[src/rtl/reduce_cone_pipe.sv]
// Pipelined per-channel reduction cone (XOR/MAJ/AND/OR) with popcount,
// valid/ready handshake with full-pipe stall, and a saturating beat counter.
module reduce_cone_pipe #(
  parameter int N_IN   = 8,
  parameter int CH     = 2,
  parameter int STAGES = 3,
  parameter int BC_W   = 16,
  localparam int CW    = $clog2(N_IN + 1)
) (
  input  logic                 clk,
  input  logic                 rst_n,
  input  logic                 in_valid,
  output logic                 in_ready,
  input  logic [1:0]           in_mode,
  input  logic [CH*N_IN-1:0]   in_data,
  output logic                 out_valid,
  input  logic                 out_ready,
  output logic [CH-1:0]        out_bit,
  output logic [CH*CW-1:0]     out_count,
  output logic [1:0]           out_mode,
  output logic [BC_W-1:0]      beat_cnt
);

  typedef enum logic [1:0] {
    MODE_XOR = 2'd0,
    MODE_MAJ = 2'd1,
    MODE_AND = 2'd2,
    MODE_OR  = 2'd3
  } mode_e;

  function automatic logic [CW-1:0] popcount(input logic [N_IN-1:0] v);
    logic [CW-1:0] s;
    s = '0;
    for (int i = 0; i < N_IN; i++) begin
      s = s + CW'(v[i]);
    end
    return s;
  endfunction

  logic [CH-1:0]    bit_d;
  logic [CH*CW-1:0] cnt_d;

  // The whole reduction is resolved before the first register; later stages
  // only carry the finished result, so mode and count always ride with their beat.
  always_comb begin
    bit_d = '0;
    cnt_d = '0;
    for (int c = 0; c < CH; c++) begin
      cnt_d[c*CW +: CW] = popcount(in_data[c*N_IN +: N_IN]);
      case (mode_e'(in_mode))
        MODE_XOR: bit_d[c] = cnt_d[c*CW];
        MODE_MAJ: bit_d[c] = ({cnt_d[c*CW +: CW], 1'b0} > (CW+1)'(N_IN));
        MODE_AND: bit_d[c] = (cnt_d[c*CW +: CW] == CW'(N_IN));
        MODE_OR:  bit_d[c] = (cnt_d[c*CW +: CW] != '0);
        default:  bit_d[c] = 1'b0;
      endcase
    end
  end

  logic             valid_q [STAGES];
  logic [CH-1:0]    bit_q   [STAGES];
  logic [CH*CW-1:0] cnt_q   [STAGES];
  logic [1:0]       mode_q  [STAGES];
  logic [BC_W-1:0]  beat_q;
  logic             stall;
  logic             accept;

  assign stall    = valid_q[STAGES-1] && !out_ready;
  assign in_ready = rst_n && !stall;
  assign accept   = in_valid && in_ready;

  // A stall freezes every stage, bubbles included.
  always_ff @(posedge clk) begin
    if (!rst_n) begin
      for (int s = 0; s < STAGES; s++) begin
        valid_q[s] <= 1'b0;
        bit_q[s]   <= '0;
        cnt_q[s]   <= '0;
        mode_q[s]  <= '0;
      end
    end else if (!stall) begin
      valid_q[0] <= accept;
      if (accept) begin
        bit_q[0]  <= bit_d;
        cnt_q[0]  <= cnt_d;
        mode_q[0] <= in_mode;
      end
      for (int s = 1; s < STAGES; s++) begin
        valid_q[s] <= valid_q[s-1];
        bit_q[s]   <= bit_q[s-1];
        cnt_q[s]   <= cnt_q[s-1];
        mode_q[s]  <= mode_q[s-1];
      end
    end
  end

  always_ff @(posedge clk) begin
    if (!rst_n) begin
      beat_q <= '0;
    end else if (accept && (beat_q != {BC_W{1'b1}})) begin
      beat_q <= beat_q + 1'b1;
    end
  end

  assign out_valid = valid_q[STAGES-1];
  assign out_bit   = bit_q[STAGES-1];
  assign out_count = cnt_q[STAGES-1];
  assign out_mode  = mode_q[STAGES-1];
  assign beat_cnt  = beat_q;

endmodule

[config.mk]
export PLATFORM = sky130hd
export DESIGN_NAME = reduce_cone_pipe
export DESIGN_NICKNAME = d
export VERILOG_FILES = /design/src/rtl/reduce_cone_pipe.sv
export SDC_FILE = /design/constraint.sdc
export NUM_CORES = 1
export LEC_CHECK = 0
export ABC_AREA = 1
export CORE_ASPECT_RATIO = 1.2
export CORE_MARGIN = 5
export CORE_UTILIZATION = 53
export DETAILED_ROUTE_END_ITERATION = 6
export GPL_TIMING_DRIVEN = 0
export PLACE_DENSITY = 0.86
export SLEW_MARGIN = 20
export SYNTH_ARGS = -nofsm -noshare
export SYNTH_HDL_FRONTEND = slang
export SYNTH_SLANG_ARGS = --single-unit
[constraint.sdc]
create_clock -name clk -period 5.2 [get_ports clk]
set_input_delay 1.04 -clock clk [delete_from_list [all_inputs] [get_ports clk]]
set_output_delay 1.04 -clock clk [all_outputs]
set_load 0.01 [all_outputs]
[After elaboration in Yosys (flattened, before gate mapping)]
Memory sizes are Yosys's and may differ from the RTL's.
Cells that the tools add are included.
Cells by class
  $add $sub $neg: 15
  mux-type cells: 22
  bitwise logic cells: 12
  reduce and logical (&&, ||, !) cells: 9
  equal/unequal tests: 6
  order comparisons: 2
Operators with widths (count)
  adder 4 x 1 -> 4 bit: 8
  2-to-1 mux 8 bit: 3
  adder 16 x 1 -> 16 bit, second input constant: 1
  != test 16 bit, second input constant: 1
  2-to-1 mux 2 bit: 6
  bitwise OR 1 bit: 12
  2-to-1 mux 1 bit: 11
  > comparator 5 x 4 -> 1 bit, second input constant: 2
  adder 3 x 1 -> 4 bit: 2
  equality test 4 bit, second input constant: 2
  one-hot mux 1 bit (4 select lines): 2
  nonzero test 4 bit: 2
  adder 2 x 1 -> 3 bit: 2
  adder 1 x 1 -> 2 bit: 2
  equality test 2 bit, second input constant: 2
  logical AND 1 bit: 4
  equality test 2 x 1 -> 1 bit, second input constant: 1
  zero test 1 bit: 2
  zero test 2 bit: 1
Storage, ports and cells
  input port bits: 22
  output and inout bits: 30
  memory bits (writable): 39
  bits in registers: 16
  memories kept: 4
  word-level logic and storage cells: 71
Memories
  cnt_q: words 3, width 8, rd ports 3, clocked after memory_dff 0, write ports 3, RTL line 62  | logic [CH*CW-1:0] cnt_q [STAGES];
  bit_q: words 3, width 2, rd ports 3, clocked after memory_dff 0, write ports 3, RTL line 61  | logic [CH-1:0] bit_q [STAGES];
  mode_q: words 3, width 2, rd ports 3, clocked after memory_dff 0, write ports 3, RTL line 63  | logic [1:0] mode_q [STAGES];
  valid_q: words 3, width 1, rd ports 3, clocked after memory_dff 0, write ports 3, RTL line 60  | logic valid_q [STAGES];

[Longest topological paths before layout]
Gate-level depths: netlist (run 1).
  word-level depth: 10
  mapped depth: 14
  depth with buffers taken out: 14

[Worst setup path before layout (run 1)]
No wires, ideal clock.
  kind: input port to flip-flop
  start: input port in_data[8]
  end: memory bit_q[0][1] (data pin)
  stages on the path: 13
  setup time: 0.249 ns
  required time: 4.951 ns
  arrival: 3.677 ns
  buffers on the path: 0
  slack: 1.274 ns
  cell sequence: inv_1 > fa_1 > fa_1 > fa_1 > inv_1 > ha_1 > fa_1 > xnor2_1 > o21ai_0 > nand2_1 > nand3_1 > nand2_1 > inv_1
RTL lines
  from (decl): RTL line 15  | input logic [CH*N_IN-1:0] in_data,
  to (decl): RTL line 61

==> out/results.ini, run 1 <==
[sta]
clock_skew_ns = 0.0132
grt_setup_unrepaired = no
tightestPinTransition_ns = 0.940
slew_headroom_pct = 36.9
finalCriticalPeriod_ns = 4.22
final-max-slew-violation-count = 0
achievable-frequency_mhz = 237
layout_setup_ws_ns = 0.983
setup_viol = 0
finalHoldViolCount = 0
tcrit_tclk_final_pct = 81.1
final.setup.tns_ns = 0

[clocking]
cts_tree = yes
cts-buffers-inserted = 5
clk-insertion-delay-late_ns = 0.32
cts-root-buf = clkbuf_8
hold_buffers = 0
cts.path.max_buffers = 2
path_clk_slew_ns = 0.10
cts.sink_count = 55
post_cts.repair.setup_buffers = 0
cts.repair.resized = 0
h-tree-depth = 2

[worst_setup_path]
rr_worst_depth = 4
cp.arrival_ns = 4.30
rr_startpoint = valid_q[0][2]
rr_endpoint = mode_q[0][1]
worst-endpoint-required_ns = 5.28
critPathCapture = bit_q[0][1]
startpoint_type_of_the_worst_setup_path = input port
r2r_setup_slack_ns = 3.09
timing.critical_path.fanout_max = 4
crit_type = input port to flip-flop
critical_path.startpoint = in_data[8]
crit_path_end_kind = flip-flop

[detailed_routing]
routed_wirelength_um = 5610
routedWlPerCell_um = 11.8
route.vias.total = 2321
detail_route.iter0.violations = 131
vias_per_cell = 4.90
number_of_detailed_route_iterations_in_the_first_pass = 5
detail-route-antenna-nets = 0
drc_errors = 0

[status]
outcome = finished, final reports clean

[place]
area_after_dpl_sq_um = 3620
gp_routability_congestion = 0.868
buffer_ports.inserted = 51
place_hpwl_um = 4310
dp_slack_ns = 0.621

[yosys]
multiplexer_fraction_of_the_synthesized_cell_area_pct = 0
synth_seq_cells = 55
synthAdderAreaFrac_pct = 8.17
synth_compound_gate_area_share_pct = 5.24
post_synth_and_or_nand_nor_area_fraction_pct = 21.5
synth_fp_nets = 388
largest_family_of_logic_cells_by_synthesized_area = simple AND/OR/NAND/NOR gates
synthesis.instances = 351
mapped_area_sq_um = 3030
post_synth_num_cell_types = 25
ys.warnings.count = 0
post_synth.cell_area_avg_sq_um = 8.64
synth-xor-area-share_pct = 2.60
synth.yosys.seq_area_share_pct = 49.2

[floorplanning]
die_area_sq_um = 7340
effective_utilization_at_floorplan_pct = 54.2
i_o_pin_cnt = 52
floorplan.die.width_um = 79.1
core_region_area_sq_um = 5590
floorplan.die.height_um = 92.9
num_rows = 30

[global_route]
initial_antenna_violation_count = 0
first_global_vias = 2302
global_route_usage_over_all_layers_pct = 16.4
pin_count_of_the_biggest_net_entering_global_routing = 28
grt_pass1_wl_um = 9720
global_route.overflow_total = 0

[hold_path]
holdPathStages = 2
holdCritPathClass = flip-flop to flip-flop

[layout]
n_antenna_cell = 0
final_design_area_no_fill_sq_um = 3720
areaGrowthSynthToFinish_pct = 22.8
utilization_pct = 66.6
num-nets-final = 446
most_common_cell_after_layout_fill_and_taps_aside = inv_1
top_library_cells_by_usage_in_the_layout_fill_and_taps_aside = inv_1 (71), nand2_1 (70), nor2_1 (57), clkdlybuf4s50_1 (51), edfxtp_1 (39)
drive_gt1_share_pct = 9.76

[pwr]
peakVddDrop_mv = 0.135
pwr_density_cell_nw_per_um2 = 263
reported_leakage_power_nw = 1.57

[run]
maxCapViolations = 0

[worst min path at each step]
stage / from / to / slack [ns]
after detailed placement: beat_cnt[15] / beat_cnt[15] / 0.52
after floorplan: bit_q[0][0] / bit_q[0][2] / 0.52
after global placement: beat_cnt[13] / beat_cnt[13] / 0.51
after global routing: beat_cnt[14] / beat_cnt[14] / 0.55
final: beat_cnt[13] / beat_cnt[13] / 0.54
after CTS: beat_cnt[14] / beat_cnt[14] / 0.54
[registers in the layout (all words and copies together), names as in the netlist]
register	cells
valid_q	3
bit_q	6
mode_q	6
cnt_q	24
beat_cnt	16
[cells by family after synthesis]
logic type,count (synthesis)
AOI/OAI and AO/OA,25
and+or+nand+nor,155
xor gates and xnor gates,9
adders and majority gates,15
buffers and inverters,92
DFF,55
[cells in the mapped netlist]
cell,number,share of area [%]
inv_1,71,8.8
o21ai_4,1,0.54
buf_4,12,3.0
fa_1,8,5.3
a21oi_1,9,1.5
xnor2_1,6,1.7
nor2_4,2,0.74
ha_1,7,2.9
nand3_2,1,0.33
nand3_1,13,2.1
clkinv_1,1,0.12
nand2_2,3,0.62
nor2_1,57,7.1
nor2_2,3,0.62
nand3b_1,1,0.25
a21oi_2,6,1.7
nand2_1,70,8.7
edfxtp_1,39,39
inv_2,1,0.12
xor2_1,3,0.87
dfxtp_1,16,11
nand4_1,5,1.0
o21ai_0,9,1.5
clkbuf_1,5,0.62
buf_6,2,0.74
[layout make-up]
cell class | count | area [sq um]
Timing Repair Buffer | 51 | 510
Inverter | 73 | 274
Fill cell | 445 | 1870
Buffer | 19 | 131
Clock buffer | 5 | 68.8
Tap cell | 64 | 80.1
Multi-Input combinational cell | 204 | 1140
Clock inverter | 3 | 26.3
Sequential cell | 55 | 1490
[per-layer routing]
metal	GRT usage (%)	routed length [um]
met1	19.0	2370
met2	29.2	2870
met3	2.43	251
met4	7.88	121
met5	0	0
[stage by stage]
| stage | std cells | hold slack [ns] | power, W |
|---|---|---|---|
| 3_3_place_gp | 466 | 0.513 | 0.000730 |
| 3_5_place_dp | 466 | 0.523 | 0.000742 |
| 5_1_grt | 474 | 0.553 | 0.00103 |
| 6_report | 474 | 0.539 | 0.000978 |
| 2_1_floorplan | 351 | 0.519 | 0.000673 |
| 4_1_cts | 474 | 0.539 | 0.000984 |
[power by group]
part	leakage [nW]	internal [W]	switching [W]
Sequential	0.576	0.000511	0.0000117
Clock	0.0491	0.0000994	0.000148
Combinational	0.947	0.0000971	0.000110
[worst max-delay path, stage by stage]
cell	delay, ns
clkdlybuf4s50_1	0.45
inv_1	0.05
fa_1	0.56
fa_1	0.43
fa_1	0.49
inv_1	0.04
ha_1	0.20
fa_1	0.38
xnor2_1	0.30
nand3_1	0.11
nand2_1	0.09
nand3_1	0.06
nand2_1	0.06
inv_1	0.04
No activity file was read; power rests on OpenSTA's default activity.
==> inputs of run 2 (changes only) <==
--- a/config.mk
+++ b/config.mk
@@ -8,10 +8,10 @@
 export ABC_AREA = 1
 export CORE_ASPECT_RATIO = 1.2
 export CORE_MARGIN = 5
-export CORE_UTILIZATION = 53
+export CORE_UTILIZATION = 48
 export DETAILED_ROUTE_END_ITERATION = 6
 export GPL_TIMING_DRIVEN = 0
-export PLACE_DENSITY = 0.86
+export PLACE_DENSITY = 0.82
 export SLEW_MARGIN = 20
 export SYNTH_ARGS = -nofsm -noshare
 export SYNTH_HDL_FRONTEND = slang
==> constraint.sdc (replaced) <==
create_clock -name clk -period 3.62 [get_ports clk]
set_input_delay 0.724 -clock clk [delete_from_list [all_inputs] [get_ports clk]]
set_output_delay 0.724 -clock clk [all_outputs]
set_load 0.01 [all_outputs]
==> out/results.ini, run 2 (same netlist as run 1, synthesis figures left out) <==
[hold_path]
holdCritPathClass = flip-flop to flip-flop

[sta]
setup_viol = 0  ; unchanged
grt_setup_unrepaired = yes
slew_headroom_pct = 37.8  ; +0.90 points
tightestPinTransition_ns = 0.927  ; -0.0134 ns
finalCriticalPeriod_ns = 3.52
clock_skew_ns = 0.00863  ; -0.00457 ns
finalHoldViolCount = 0  ; unchanged
tcrit_tclk_final_pct = 97.1
final-max-slew-violation-count = 0  ; unchanged
achievable-frequency_mhz = 284

[detailed_routing]
routed_wirelength_um = 5460  ; -2.7%
drc_errors = 0  ; unchanged
vias_per_cell = 4.68  ; -4.4%
detail-route-antenna-nets = 0  ; unchanged
detail_route.iter0.violations = 129  ; -1.5%
number_of_detailed_route_iterations_in_the_first_pass = 4  ; -1
routedWlPerCell_um = 11.0  ; -6.8%
route.vias.total = 2318  ; -0.13%

[layout]
registers.top_by_ff_count = cnt_q
top_library_cells_by_usage_in_the_layout_fill_and_taps_aside = nand2_1 (70), inv_1 (68), nor2_1 (55), clkdlybuf4s50_1 (45), edfxtp_1 (39)
num-nets-final = 449  ; +0.67%
n_antenna_cell = 0  ; unchanged
largest_register_ff_count = 24  ; unchanged
drive_gt1_share_pct = 13.3  ; +3.6 points
final_design_area_no_fill_sq_um = 3830  ; +2.9%
areaGrowthSynthToFinish_pct = 26.4
most_common_cell_after_layout_fill_and_taps_aside = nand2_1

[global_route]
global_route_usage_over_all_layers_pct = 14.5  ; -1.8 points
initial_antenna_violation_count = 0  ; unchanged
global_route.overflow_total = 0  ; unchanged
pin_count_of_the_biggest_net_entering_global_routing = 28  ; unchanged
first_global_vias = 2144  ; -6.9%
grt_pass1_wl_um = 9320  ; -4.2%

[place]
place_hpwl_um = 4160  ; -3.5%
gp_routability_congestion = 0.919  ; +5.9%
area_after_dpl_sq_um = 3650  ; +0.62%
buffer_ports.inserted = 51  ; unchanged

[pwr]
reported_leakage_power_nw = 1.60  ; +2.0%
peakVddDrop_mv = 0.191  ; +42%
pwr_density_cell_nw_per_um2 = 389  ; +48%
total_power_w = 0.00149  ; +52%

[floorplanning]
num_rows = 31  ; +3.3%
core_region_area_sq_um = 6090  ; +8.9%
die_area_sq_um = 8020  ; +9.2%
floorplan.die.height_um = 97.1  ; +4.5%
effective_utilization_at_floorplan_pct = 49.8  ; -4.4 points
floorplan.die.width_um = 82.6  ; +4.4%
i_o_pin_cnt = 52  ; unchanged

[worst_setup_path]
crit_type = input port to flip-flop
timing.critical_path.fanout_max = 3  ; -1
startpoint_type_of_the_worst_setup_path = input port
worstPathCellList = dlygate4sd2_1 > inv_1 > fa_1 > fa_1 > fa_1 > inv_1 > ha_2 > fa_2 > nor2_4 > nand3_1 > nand2_1 > nand2_1 > nand3_1 > nand2_1 > inv_1
crit_path_end_kind = flip-flop
worst-endpoint-required_ns = 3.70  ; -1.58 ns
critical-path-max-stage-delay_ns = 0.57  ; about the same
cp.arrival_ns = 3.60  ; -0.70 ns
slowest_cell_on_crit_path = fa_2

[clocking]
cts-root-buf = clkbuf_8
cts.sink_count = 55  ; unchanged
h-tree-depth = 2  ; unchanged
path_clk_slew_ns = 0.10  ; about the same
cts-buffers-inserted = 5  ; unchanged
cts_tree = yes
clk-insertion-delay-late_ns = 0.32  ; about the same
hold_buffers = 0  ; unchanged
cts.path.max_buffers = 2  ; unchanged

[run]
maxCapViolations = 0  ; unchanged

[status]
outcome = finished, final reports clean

==> run 2: cell types whose count changed in the layout (fill, tap and decap cells not counted), sizes merged <==
cell	change
dlygate4sd2	+6
clkdlybuf4s50	-6
buf	+3
==> run 2: area by class of cell <==
cell class                      instances  area [sq um]
Clock buffer                            5          68.8
Timing Repair Buffer                   54           526
Sequential cell                        55          1490
Fill cell                             529          2260
Inverter                               73           274
Clock inverter                          3          31.3
Multi-Input combinational cell        204          1210
Tap cell                               82           103
Buffer                                 19           131
==> run 2: final timing paths <==
| kind | from | to | slack (ns) | cells after the start |
|---|---|---|---|---|
| worst max-delay path | in_data[8] | bit_q[0][1] | 0.10 | 15 |
| worst min-delay path | beat_cnt[9] | beat_cnt[9] | 0.53 | 2 |
| worst max register to register | valid_q[0][2] | mode_q[0][1] | 1.52 | 4 |
| worst min register to register | beat_cnt[9] | beat_cnt[9] | 0.53 | 2 |
==> run 2: critical path, delay by kind of cell <==
kind / cells / cell delay (ns)
fa+ha+maj: 5 / 2.21
simple gates: 6 / 0.35
buf+inv: 4 / 0.32
==> run 2: timing repair <==
item / CTS / global route
endpoints found under the setup margin: 3 / 2
hold endpoints to repair: 0 / 0
setup buffers: 2 / 1
pin swaps: 15 / 9
resized for setup: 22 / 2
==> run 2: where the power goes <==
group | switching (W) | internal [W] | total [W]
Combinational | 0.000192 | 0.000188 | 0.000380
Clock | 0.000213 | 0.000147 | 0.000360
Sequential | 0.0000152 | 0.000734 | 0.000750
==> run 2: per-layer routing <==
metal	vias up	part of all wire, %	track usage [%]
met3	9	5.3	2.78
li1	1190	-	-
met5	-	0	0
met2	47	52	24.7
met1	1072	41	17.8
met4	0	1.6	5.41
==> run 2: metrics by stage <==
step	instances	setup TNS, ns	setup WS (ns)	util (%)	hold slack (ns)
after detailed placement	484	-2.34	-0.634	59.9	0.519
after CTS	494	0	0.0329	62.5	0.533
after floorplan	351	0	0.00974	-	0.519
after global placement	484	-1.95	-0.566	59.9	0.513
after global routing	495	-0.0242	-0.0242	62.9	0.560
final	495	0	0.105	62.9	0.529
